[src/rtl/ex_div_if.sv]
// ex_div_if: EX-stage divider request/response bundle.
//   master : EX stage side; drives start/func3/op1/op2/flush, sees busy/stall/done/result.
//   slave  : divider side; the reverse directions.
interface ex_div_if #(
    parameter int unsigned WIDTH = 32
);
    logic             start;
    logic [2:0]       func3;
    logic [WIDTH-1:0] op1;
    logic [WIDTH-1:0] op2;
    logic             flush;
    logic             busy;
    logic             stall;
    logic             done;
    logic [WIDTH-1:0] result;

    modport master (
        output start, func3, op1, op2, flush,
        input  busy, stall, done, result
    );

    modport slave (
        input  start, func3, op1, op2, flush,
        output busy, stall, done, result
    );
endinterface

[src/rtl/ex_div_unit.sv]
// ex_div_unit: iterative RV32M DIV/DIVU/REM/REMU unit (radix-2 restoring, one bit per cycle).
//   clk  : rising-edge clock
//   rst  : asynchronous active-high reset
//   bus  : ex_div_if.slave
//          start/func3/op1/op2 request, flush abort, busy/stall/done/result response.
// Divide-by-zero and signed overflow complete in one cycle; other ops take WIDTH CALC cycles.
module ex_div_unit #(
    parameter int unsigned WIDTH = 32
) (
    input logic   clk,
    input logic   rst,
    ex_div_if.slave bus
);
    localparam int unsigned CntW = (WIDTH > 1) ? $clog2(WIDTH) : 1;
    localparam logic [WIDTH-1:0] MinNeg = {1'b1, {(WIDTH-1){1'b0}}};

    typedef enum logic [1:0] {StIdle, StCalc, StDone} state_t;

    state_t           r_state, w_state_nxt;
    logic             r_rem_sel, w_rem_sel_nxt;  // latched func3[1]: 1 = remainder
    logic             r_neg_q, w_neg_q_nxt;
    logic             r_neg_r, w_neg_r_nxt;
    logic [WIDTH-1:0] r_quot, w_quot_nxt;       // dividend shifting out, quotient shifting in
    logic [WIDTH-1:0] r_rem, w_rem_nxt;
    logic [WIDTH-1:0] r_div, w_div_nxt;
    logic [CntW-1:0]  r_cnt, w_cnt_nxt;
    logic [WIDTH-1:0] r_result, w_result_nxt;
    logic             r_busy, r_done;

    // Operand preprocessing for the launch cycle.
    logic             w_signed;
    logic [WIDTH-1:0] w_mag1, w_mag2;
    assign w_signed = ~bus.func3[0];
    assign w_mag1   = (w_signed && bus.op1[WIDTH-1]) ? ('0 - bus.op1) : bus.op1;
    assign w_mag2   = (w_signed && bus.op2[WIDTH-1]) ? ('0 - bus.op2) : bus.op2;

    // One restoring step: shift, trial subtract, keep on no borrow.
    logic [WIDTH:0]   w_shift;
    logic [WIDTH:0]   w_diff;
    logic             w_borrow;
    logic [WIDTH-1:0] w_step_rem, w_step_quot, w_fin_quot, w_fin_rem;
    assign w_shift           = {r_rem, r_quot[WIDTH-1]};
    assign {w_borrow, w_diff} = {1'b0, w_shift} - {2'b00, r_div};
    assign w_step_rem        = w_borrow ? w_shift[WIDTH-1:0] : w_diff[WIDTH-1:0];
    assign w_step_quot       = {r_quot[WIDTH-2:0], ~w_borrow};
    assign w_fin_quot        = r_neg_q ? ('0 - w_step_quot) : w_step_quot;
    assign w_fin_rem         = r_neg_r ? ('0 - w_step_rem) : w_step_rem;

    // func3[2] is always set for M-extension divides; the kept remainder always fits WIDTH bits.
    logic w_unused;
    assign w_unused = ^{bus.func3[2], w_diff[WIDTH]};

    always_comb begin
        w_state_nxt   = r_state;
        w_rem_sel_nxt = r_rem_sel;
        w_neg_q_nxt   = r_neg_q;
        w_neg_r_nxt   = r_neg_r;
        w_quot_nxt    = r_quot;
        w_rem_nxt     = r_rem;
        w_div_nxt     = r_div;
        w_cnt_nxt     = r_cnt;
        w_result_nxt  = r_result;

        unique case (r_state)
            StIdle: begin
                if (bus.start && !bus.flush) begin
                    w_rem_sel_nxt = bus.func3[1];
                    w_neg_q_nxt   = w_signed & (bus.op1[WIDTH-1] ^ bus.op2[WIDTH-1]);
                    w_neg_r_nxt   = w_signed & bus.op1[WIDTH-1];
                    w_quot_nxt    = w_mag1;
                    w_div_nxt     = w_mag2;
                    w_rem_nxt     = '0;
                    w_cnt_nxt     = '0;
                    if (bus.op2 == '0) begin
                        w_state_nxt  = StDone;
                        w_result_nxt = bus.func3[1] ? bus.op1 : '1;
                    end else if (w_signed && bus.op1 == MinNeg && bus.op2 == '1) begin
                        w_state_nxt  = StDone;
                        w_result_nxt = bus.func3[1] ? '0 : MinNeg;
                    end else begin
                        w_state_nxt = StCalc;
                    end
                end
            end
            StCalc: begin
                w_rem_nxt  = w_step_rem;
                w_quot_nxt = w_step_quot;
                w_cnt_nxt  = r_cnt + CntW'(1);
                if (r_cnt == CntW'(WIDTH - 1)) begin
                    w_cnt_nxt    = '0;
                    w_result_nxt = r_rem_sel ? w_fin_rem : w_fin_quot;
                    w_state_nxt  = StDone;
                end
            end
            StDone: begin
                w_state_nxt = StIdle;
            end
            default: begin
                w_state_nxt = StIdle;
            end
        endcase

        // Flush wins over everything, including a result landing on the same edge.
        if (bus.flush) begin
            w_state_nxt  = StIdle;
            w_cnt_nxt    = '0;
            w_result_nxt = r_result;
        end
    end

    always_ff @(posedge clk or posedge rst) begin
        if (rst) begin
            r_state   <= StIdle;
            r_rem_sel <= 1'b0;
            r_neg_q   <= 1'b0;
            r_neg_r   <= 1'b0;
            r_quot    <= '0;
            r_rem     <= '0;
            r_div     <= '0;
            r_cnt     <= '0;
            r_result  <= '0;
            r_busy    <= 1'b0;
            r_done    <= 1'b0;
        end else begin
            r_state   <= w_state_nxt;
            r_rem_sel <= w_rem_sel_nxt;
            r_neg_q   <= w_neg_q_nxt;
            r_neg_r   <= w_neg_r_nxt;
            r_quot    <= w_quot_nxt;
            r_rem     <= w_rem_nxt;
            r_div     <= w_div_nxt;
            r_cnt     <= w_cnt_nxt;
            r_result  <= w_result_nxt;
            r_busy    <= (w_state_nxt != StIdle);
            r_done    <= (w_state_nxt == StDone);
        end
    end

    assign bus.busy   = r_busy;
    assign bus.done   = r_done;
    assign bus.result = r_result;
    assign bus.stall  = (bus.start && (r_state == StIdle) && !bus.flush) || (r_state == StCalc);
endmodule

[src/flat_wrapper.sv]
// flat-port wrapper written by rule: the top's interface ports become plain ports
module ex_div_unit_flat 
#(
    parameter int unsigned WIDTH = 32
)
  (clk, rst, bus_start, bus_func3, bus_op1, bus_op2, bus_flush, bus_busy, bus_stall, bus_done, bus_result);
  ex_div_if #(.WIDTH(WIDTH)) bus_i ();
  input logic clk;
  input logic rst;
  input wire logic [$bits(bus_i.start)-1:0] bus_start;
  input wire logic [$bits(bus_i.func3)-1:0] bus_func3;
  input wire logic [$bits(bus_i.op1)-1:0] bus_op1;
  input wire logic [$bits(bus_i.op2)-1:0] bus_op2;
  input wire logic [$bits(bus_i.flush)-1:0] bus_flush;
  output wire logic [$bits(bus_i.busy)-1:0] bus_busy;
  output wire logic [$bits(bus_i.stall)-1:0] bus_stall;
  output wire logic [$bits(bus_i.done)-1:0] bus_done;
  output wire logic [$bits(bus_i.result)-1:0] bus_result;
  assign bus_i.start = bus_start;
  assign bus_i.func3 = bus_func3;
  assign bus_i.op1 = bus_op1;
  assign bus_i.op2 = bus_op2;
  assign bus_i.flush = bus_flush;
  assign bus_busy = bus_i.busy;
  assign bus_stall = bus_i.stall;
  assign bus_done = bus_i.done;
  assign bus_result = bus_i.result;
  ex_div_unit #(.WIDTH(WIDTH)) u_core (.clk(clk), .rst(rst), .bus(bus_i));
endmodule
[config.mk]
export PLATFORM = sky130hd
export DESIGN_NAME = ex_div_unit_flat
export DESIGN_NICKNAME = d
export VERILOG_FILES = /design/src/rtl/ex_div_if.sv /design/src/rtl/ex_div_unit.sv /design/src/flat_wrapper.sv
export SDC_FILE = /design/constraint.sdc
export NUM_CORES = 1
export LEC_CHECK = 0
export CAP_MARGIN = 0
export CORE_MARGIN = 8
export CORE_UTILIZATION = 50
export DETAILED_ROUTE_END_ITERATION = 12
export GPL_TIMING_DRIVEN = 0
export PLACE_DENSITY_LB_ADDON = 0.25
export SLEW_MARGIN = 10
export SYNTH_ARGS = -nofsm -noshare
export SYNTH_HDL_FRONTEND = slang
export SYNTH_SLANG_ARGS = --single-unit
[constraint.sdc]
create_clock -name clk -period 9.6 [get_ports clk]
set_input_delay 1.92 -clock clk [delete_from_list [all_inputs] [get_ports clk]]
set_output_delay 1.92 -clock clk [all_outputs]
set_load 0.02 [all_outputs]
# [Word-level counts from Yosys, hierarchy flattened]
# Cells that the tools add are included.
[word_totals] register_bits=140 in_bits=71 wordCells=77 out_inout_bits=35
[op_classes] n_reduce_logical=18 add_sub_neg=6 muxes=27 n_eq_ne=9 bitwise=6
[ops] operator="2-to-1 mux 32 bit" count=14
[ops] operator="case mux 32 bit (2 select lines)" count=3
[ops] operator="subtractor 1 x 32 -> 32 bit, first input constant" count=4
[ops] operator="equality test 32 bit, second input constant" count=2
[ops] operator="subtractor 33 x 32 -> 34 bit" count=1
[ops] operator="zero test 32 bit" count=1
[ops] operator="2-to-1 mux 5 bit" count=3
[ops] operator="2-to-1 mux 2 bit" count=5
[ops] operator="case mux 5 bit (2 select lines)" count=1
[ops] operator="logical AND 1 bit" count=7
[ops] operator="AND reduction 2 bit" count=3
[ops] operator="adder 5 x 1 -> 5 bit, second input constant" count=1
[ops] operator="equality test 5 bit, second input constant" count=1
[ops] operator="AND reduction 5 bit" count=1
[ops] operator="!= test 2 x 1 -> 1 bit, second input constant" count=2
[ops] operator="case mux 2 bit (2 select lines)" count=1
[ops] operator="nonzero test 2 bit" count=2
[ops] operator="!= test 3 x 1 -> 1 bit, second input constant" count=1
[ops] operator="!= test 3 x 2 -> 1 bit, second input constant" count=1
[ops] operator="NOT 1 bit" count=3
[ops] operator="nonzero test 3 bit" count=1
[ops] operator="AND 1 bit" count=2
[ops] operator="equality test 2 x 1 -> 1 bit, second input constant" count=1
[ops] operator="equality test 2 bit, second input constant" count=1
[ops] operator="other kinds (4)" count=4

# [Logic depth before layout (Yosys ltp)]
[logic_depth] word_depth=9 mapped_depth=24 ltp_nobuf=19

# [Least setup slack after synthesis]
# No wires, ideal clock.
[synth_path] path_kind="register -> register" startpoint="register u_core.r_rem[21]" endpoint="register u_core.r_result[28], in the netlist u_core.bus.result[28]" arrival_time_ns=5.000 synth_period_minus_slack_ns=5.094 setup_slack_ns=4.506 path_stages_with_launch=23 path_cell_list="dfrtp_1 > ha_1 > buf_2 > and3_4 > nand2_4 > nor4_4 > o21ai_2 > a2111o_1 > buf_6 > nand2_2 > buf_2 > buf_2 > buf_2 > nand2_1 > o21ai_0 > ha_1 > nand4b_1 > or4_1 > o31a_1 > nand4bb_4 > o41ai_2 > xnor2_1 > a221oi_2"
[synth_via] elab_chain_len=7
[synth_rtl] element="start, declared" line="ex_div_unit.sv:24" text="logic [WIDTH-1:0] r_rem, w_rem_nxt;"
[synth_rtl] element="start signal, assigned" line="ex_div_unit.sv:130" text="r_rem <= w_rem_nxt;"
[synth_rtl] element="subtractor 33 x 32 -> 34 bit" line="ex_div_unit.sv:43" text="assign {w_borrow, w_diff} = {1'b0, w_shift} - {2'b00, r_div};"
[synth_rtl] element="2-to-1 mux 32 bit or NOT 1 bit (tied branches)" line="ex_div_unit.sv:44, ex_div_unit.sv:45"
[synth_rtl] element="subtractor 1 x 32 -> 32 bit (on tied branches)" line="ex_div_unit.sv:47, ex_div_unit.sv:46"
[synth_rtl] element="2-to-1 mux 32 bit (on tied branches)" line="ex_div_unit.sv:47, ex_div_unit.sv:46"
[synth_rtl] element="2-to-1 mux 32 bit (*)" line="ex_div_unit.sv:91" text="w_result_nxt = r_rem_sel ? w_fin_rem : w_fin_quot;"
[synth_rtl] element="2-to-1 mux 32 bit (*)" line="ex_div_unit.sv:89" text="if (r_cnt == CntW'(WIDTH - 1)) begin"
[synth_rtl] element="case mux 32 bit (2 select lines) (*)" line="ex_div_unit.sv:64" text="unique case (r_state)"
[synth_rtl] element="end signal, assigned" line="ex_div_unit.sv:133" text="r_result <= w_result_nxt;"
[synth_rtl] element="end, declared" line="ex_div_unit.sv:27" text="logic [WIDTH-1:0] r_result, w_result_nxt;"
# Mark *: on every way between the ends. The rest lies on a longest branch, timed or not. The select of a mux whose other input is x is not followed.
# A chain may end at the register's enable or synchronous reset.

# [Worst setup path in the final report]
[layout_path] startpoint="register u_core.r_rem[11]" endpoint="register u_core.r_result[28], in the netlist u_core.bus.result[28]"
# Same word-level chain as after synthesis.

==> flow_summary.json <==
{
  "tightest_slew_ns": 1.31,
  "rsz0062_at_grt": "no",
  "fp.dieH_um": 168,
  "initial_core_util_pct": 51.0,
  "io_pins": 106,
  "syn_area_um2": 11600,
  "cts-resized-gates": 0,
  "cp-start-kind": "flip-flop",
  "power.switching_mw": 2.28,
  "firstDrtPassIters": 8,
  "std_cell_rows": 55,
  "hpwl_um": 33000,
  "synth_ff_type": "dfrtp_1",
  "cp_slowest_stage_delay_ns": 0.67,
  "cap_violations": 0,
  "vias_per_cell": 6.56,
  "cp_max_fo": 10,
  "fill_cells": 2065,
  "setup_tns_ns": 0,
  "finalCritPeriodShare_pct": 69.1,
  "cts_root_buf": "clkbuf_16",
  "seqPwrFrac_pct": 22.0,
  "syn_avg_cell_area_um2": 7.87,
  "path_cells": "ha_1, clkbuf_2, nand2_1, o21ai_0, a22oi_2, a2111o_1, buf_6, nand2_2, buf_2, buf_2, buf_2, nand2_1, o21ai_0, ha_1, nand4b_1, or4_1, o31a_1, nand4bb_4, o41ai_2, xnor2_1, a221oi_2",
  "die_w_um": 168,
  "min_path_cells": 2,
  "io_buffers": 103,
  "worstPathArrival_ns": 6.98,
  "grt_pass1_wl_um": 66500,
  "dp_cells": 1858,
  "antenna_found_initial": 0,
  "pwr-share-clk_pct": 14.8,
  "cts_buffers": 17,
  "pwr_density_cell_nw_per_um2": 323,
  "r2r_cells": 21,
  "rr_startpoint": "u_core.r_rem[11]$_DFFE_PP0P_",
  "finalSetupViolations": 0,
  "diodes": 0,
  "syn_inst": 1468,
  "switching_share_pct": 52.1,
  "hp-class": "flip-flop to flip-flop",
  "cts.sinks": 140,
  "finalInstanceArea_um2": 13500,
  "ys_types": 89,
  "ir_worst_vdd_v": 0.000162,
  "htree_levels": 4,
  "drt-initial-drc-count": 1514,
  "cp.depth": 21,
  "finalHoldViolCount": 0,
  "syn-num-nets": 1579,
  "synth_seq_cells": 140,
  "wl_per_cell_um": 22.4,
  "drv_slew": 0,
  "min_from": "u_core.r_div[5]$_DFFE_PP0P_",
  "post_cts_buffers": 0,
  "detail-route-antenna-nets": 0,
  "crit_type": "flip-flop to flip-flop",
  "crit_required_ns": 9.95,
  "yosysWarnings": 0,
  "fin_cells": 1889,
  "r2r_slack_ns": 2.97,
  "final.min_clock_period_ns": 6.63,
  "path_clk_slew_ns": 0.07,
  "cts_tree": "built",
  "p_comb_share_pct": 63.2,
  "final_layout_size_suffix_gt1_share_pct": 4.61,
  "crit_top_cell": "buf_2",
  "wl_um": 42300,
  "gp_congestion": 0.987,
  "layout.nets": 1703,
  "globalRouteOverflowTotal": 0,
  "syn2layout_area_growth_pct": 17.2,
  "fmax_mhz": 151,
  "timing.rr.end": "u_core.bus.result[28]$_DFFE_PP0P_",
  "crit_path_end_kind": "flip-flop",
  "power.internal_mw": 2.09,
  "synth-async-reset-ratio_pct": 100,
  "run_status": "finished, final reports clean",
  "clock_skew_ns": 0.0165,
  "critical_path_buf_inv_count": 5,
  "ctsHoldBuffers": 0,
  "post-route-drc-count": 0,
  "yosysSeqAreaShare_pct": 30.3,
  "critPathTopFamily": "compound AO/OA/AOI/OAI gates",
  "relSlewSlack_pct": 11.6,
  "grt_max_degree": 98,
  "finalPower_mw": 4.37,
  "die_area_um2": 28200,
  "grt_pass1_vias": 12000,
  "whs_endpoint": "u_core.r_div[5]$_DFFE_PP0P_",
  "p_leak_nw": 5.39,
  "vias": 12400,
  "slowest_stage": "o21ai_0",
  "insertion_delay_ns": 0.44,
  "place_area_um2": 13000,
  "core_um2": 22600,
  "grt.total_usage_pct": 29.8,
  "clockBufferDepth": 2,
  "synth_edf_count": 0
}
## placed cells by master (no fill, tap or decap), types with 5 or more instances in the layout
cell type	instances
a211o_1	6
a211oi_1	17
a21o_1	11
a21oi_1	101
a221oi_1	5
a22o_1	6
a22oi_1	32
a31oi_1	16
and3_1	9
buf_2	11
clkbuf_1	69
clkbuf_16	17
clkdlybuf4s50_1	103
dfrtp_1	140
ha_1	39
inv_1	58
inv_6	5
inv_8	5
mux2i_1	19
nand2_1	154
nand2b_1	17
nand3_1	32
nand4_1	28
nor2_1	107
nor2b_1	8
nor3_1	36
nor4_1	13
o211ai_1	11
o21a_1	11
o21ai_0	195
o21ai_1	5
o22ai_1	6
o31a_1	7
o31ai_1	35
o41ai_1	10
or3_1	18
or4_1	11
xnor2_1	62
xor2_1	69
## worst min-delay path, delay by kind of cell, from the launching register on
kind,cells,cell delay (ns)
compound gates,1,0.06
flops,1,0.34
simple gates,1,0.04
## logic make-up after synthesis
logic type	share of synthesized area [%]
xor+xnor	9.93
buf+inv	4.97
flops	30.3
compound gates	28.7
fa+ha+maj	4.40
simple gates	19.6
mux	2.04
## stage by stage
step	utilization [%]	hold WS, ns	setup slack [ns]
after global placement	57.1	0.460	1.74
final	59.8	0.479	2.97
after detailed placement	57.4	0.471	2.92
after global routing	59.8	0.496	2.64
after floorplan	-	0.440	3.93
after CTS	59.8	0.483	3.15
## layer usage
layer	track usage, %	part of all wire, %
met1	40.6	42
met2	43.5	42
met3	7.88	12
met5	0	0
met4	13.3	4.2
## power groups by stage
stage / Combinational, mW / Clock (mW) / Sequential (mW)
2_1_floorplan: 1.87 / 0 / 0.945
3_3_place_gp: 2.63 / 0 / 0.956
3_5_place_dp: 2.67 / 0 / 0.961
4_1_cts: 2.69 / 0.649 / 0.951
5_1_grt: 3.01 / 0.677 / 0.977
6_report: 2.76 / 0.647 / 0.960
## cell type report
cell class | count | area, µm² | share of cell area, %
repair buffers | 105 | 1070 | 7.87
multi-input cells | 1181 | 7480 | 55.2
flip-flops and latches | 140 | 3500 | 25.9
clock buffers | 17 | 425 | 3.14
clock inverters | 14 | 128 | 0.943
plain buffers | 86 | 345 | 2.55
inverters | 61 | 236 | 1.75
well taps | 285 | 357 | 2.63
## flip-flops by register name, indices dropped and copies added (netlist names)
register	flops
u_core.r_neg_r	1
u_core.r_div	32
u_core.r_state	2
u_core.r_rem	32
u_core.bus.done	1
u_core.r_quot	32
u_core.bus.result	32
u_core.r_rem_sel	1
u_core.r_neg_q	1
u_core.bus.busy	1
u_core.r_cnt	5
## synth_stat cells, drive strengths merged, types with 8 or more instances
library cell / instances / area share (%)
o21ai: 201 / 8.7
xor2: 69 / 5.2
o31ai: 35 / 2.3
nor2b: 8 / 0.43
a211oi: 18 / 1.3
nor3: 36 / 1.6
and3: 10 / 0.58
o211ai: 11 / 0.71
buf: 16 / 0.70
o21a: 11 / 0.71
a22oi: 33 / 2.2
a21o: 11 / 0.71
mux2i: 19 / 1.6
or3: 18 / 0.97
nand2b: 17 / 0.92
inv: 60 / 1.9
nor2: 108 / 3.5
nand2: 156 / 5.2
or4: 11 / 0.71
xnor2: 62 / 4.7
clkbuf: 70 / 2.3
nor4: 15 / 0.94
o41ai: 11 / 0.90
a31oi: 16 / 0.87
ha: 39 / 4.2
dfrtp: 140 / 30
a21oi: 102 / 4.5
nand3: 32 / 1.4
nand4: 28 / 1.5
## worst max-delay path by stage
stage,startpoint,endpoint,slack [ns]
finish,u_core.r_rem[11]$_DFFE_PP0P_,u_core.bus.result[28]$_DFFE_PP0P_,2.97
global route,u_core.r_rem[11]$_DFFE_PP0P_,u_core.bus.result[28]$_DFFE_PP0P_,2.64
CTS,u_core.r_rem[11]$_DFFE_PP0P_,u_core.bus.result[28]$_DFFE_PP0P_,3.15
detailed placement,bus_func3[0],u_core.bus.result[19]$_DFFE_PP0P_,2.92
global placement,rst,u_core.bus.done$_DFF_PP0_,1.74
floorplan,rst,u_core.bus.busy$_DFF_PP0_,3.93
No activity file was read; power rests on OpenSTA's default activity.
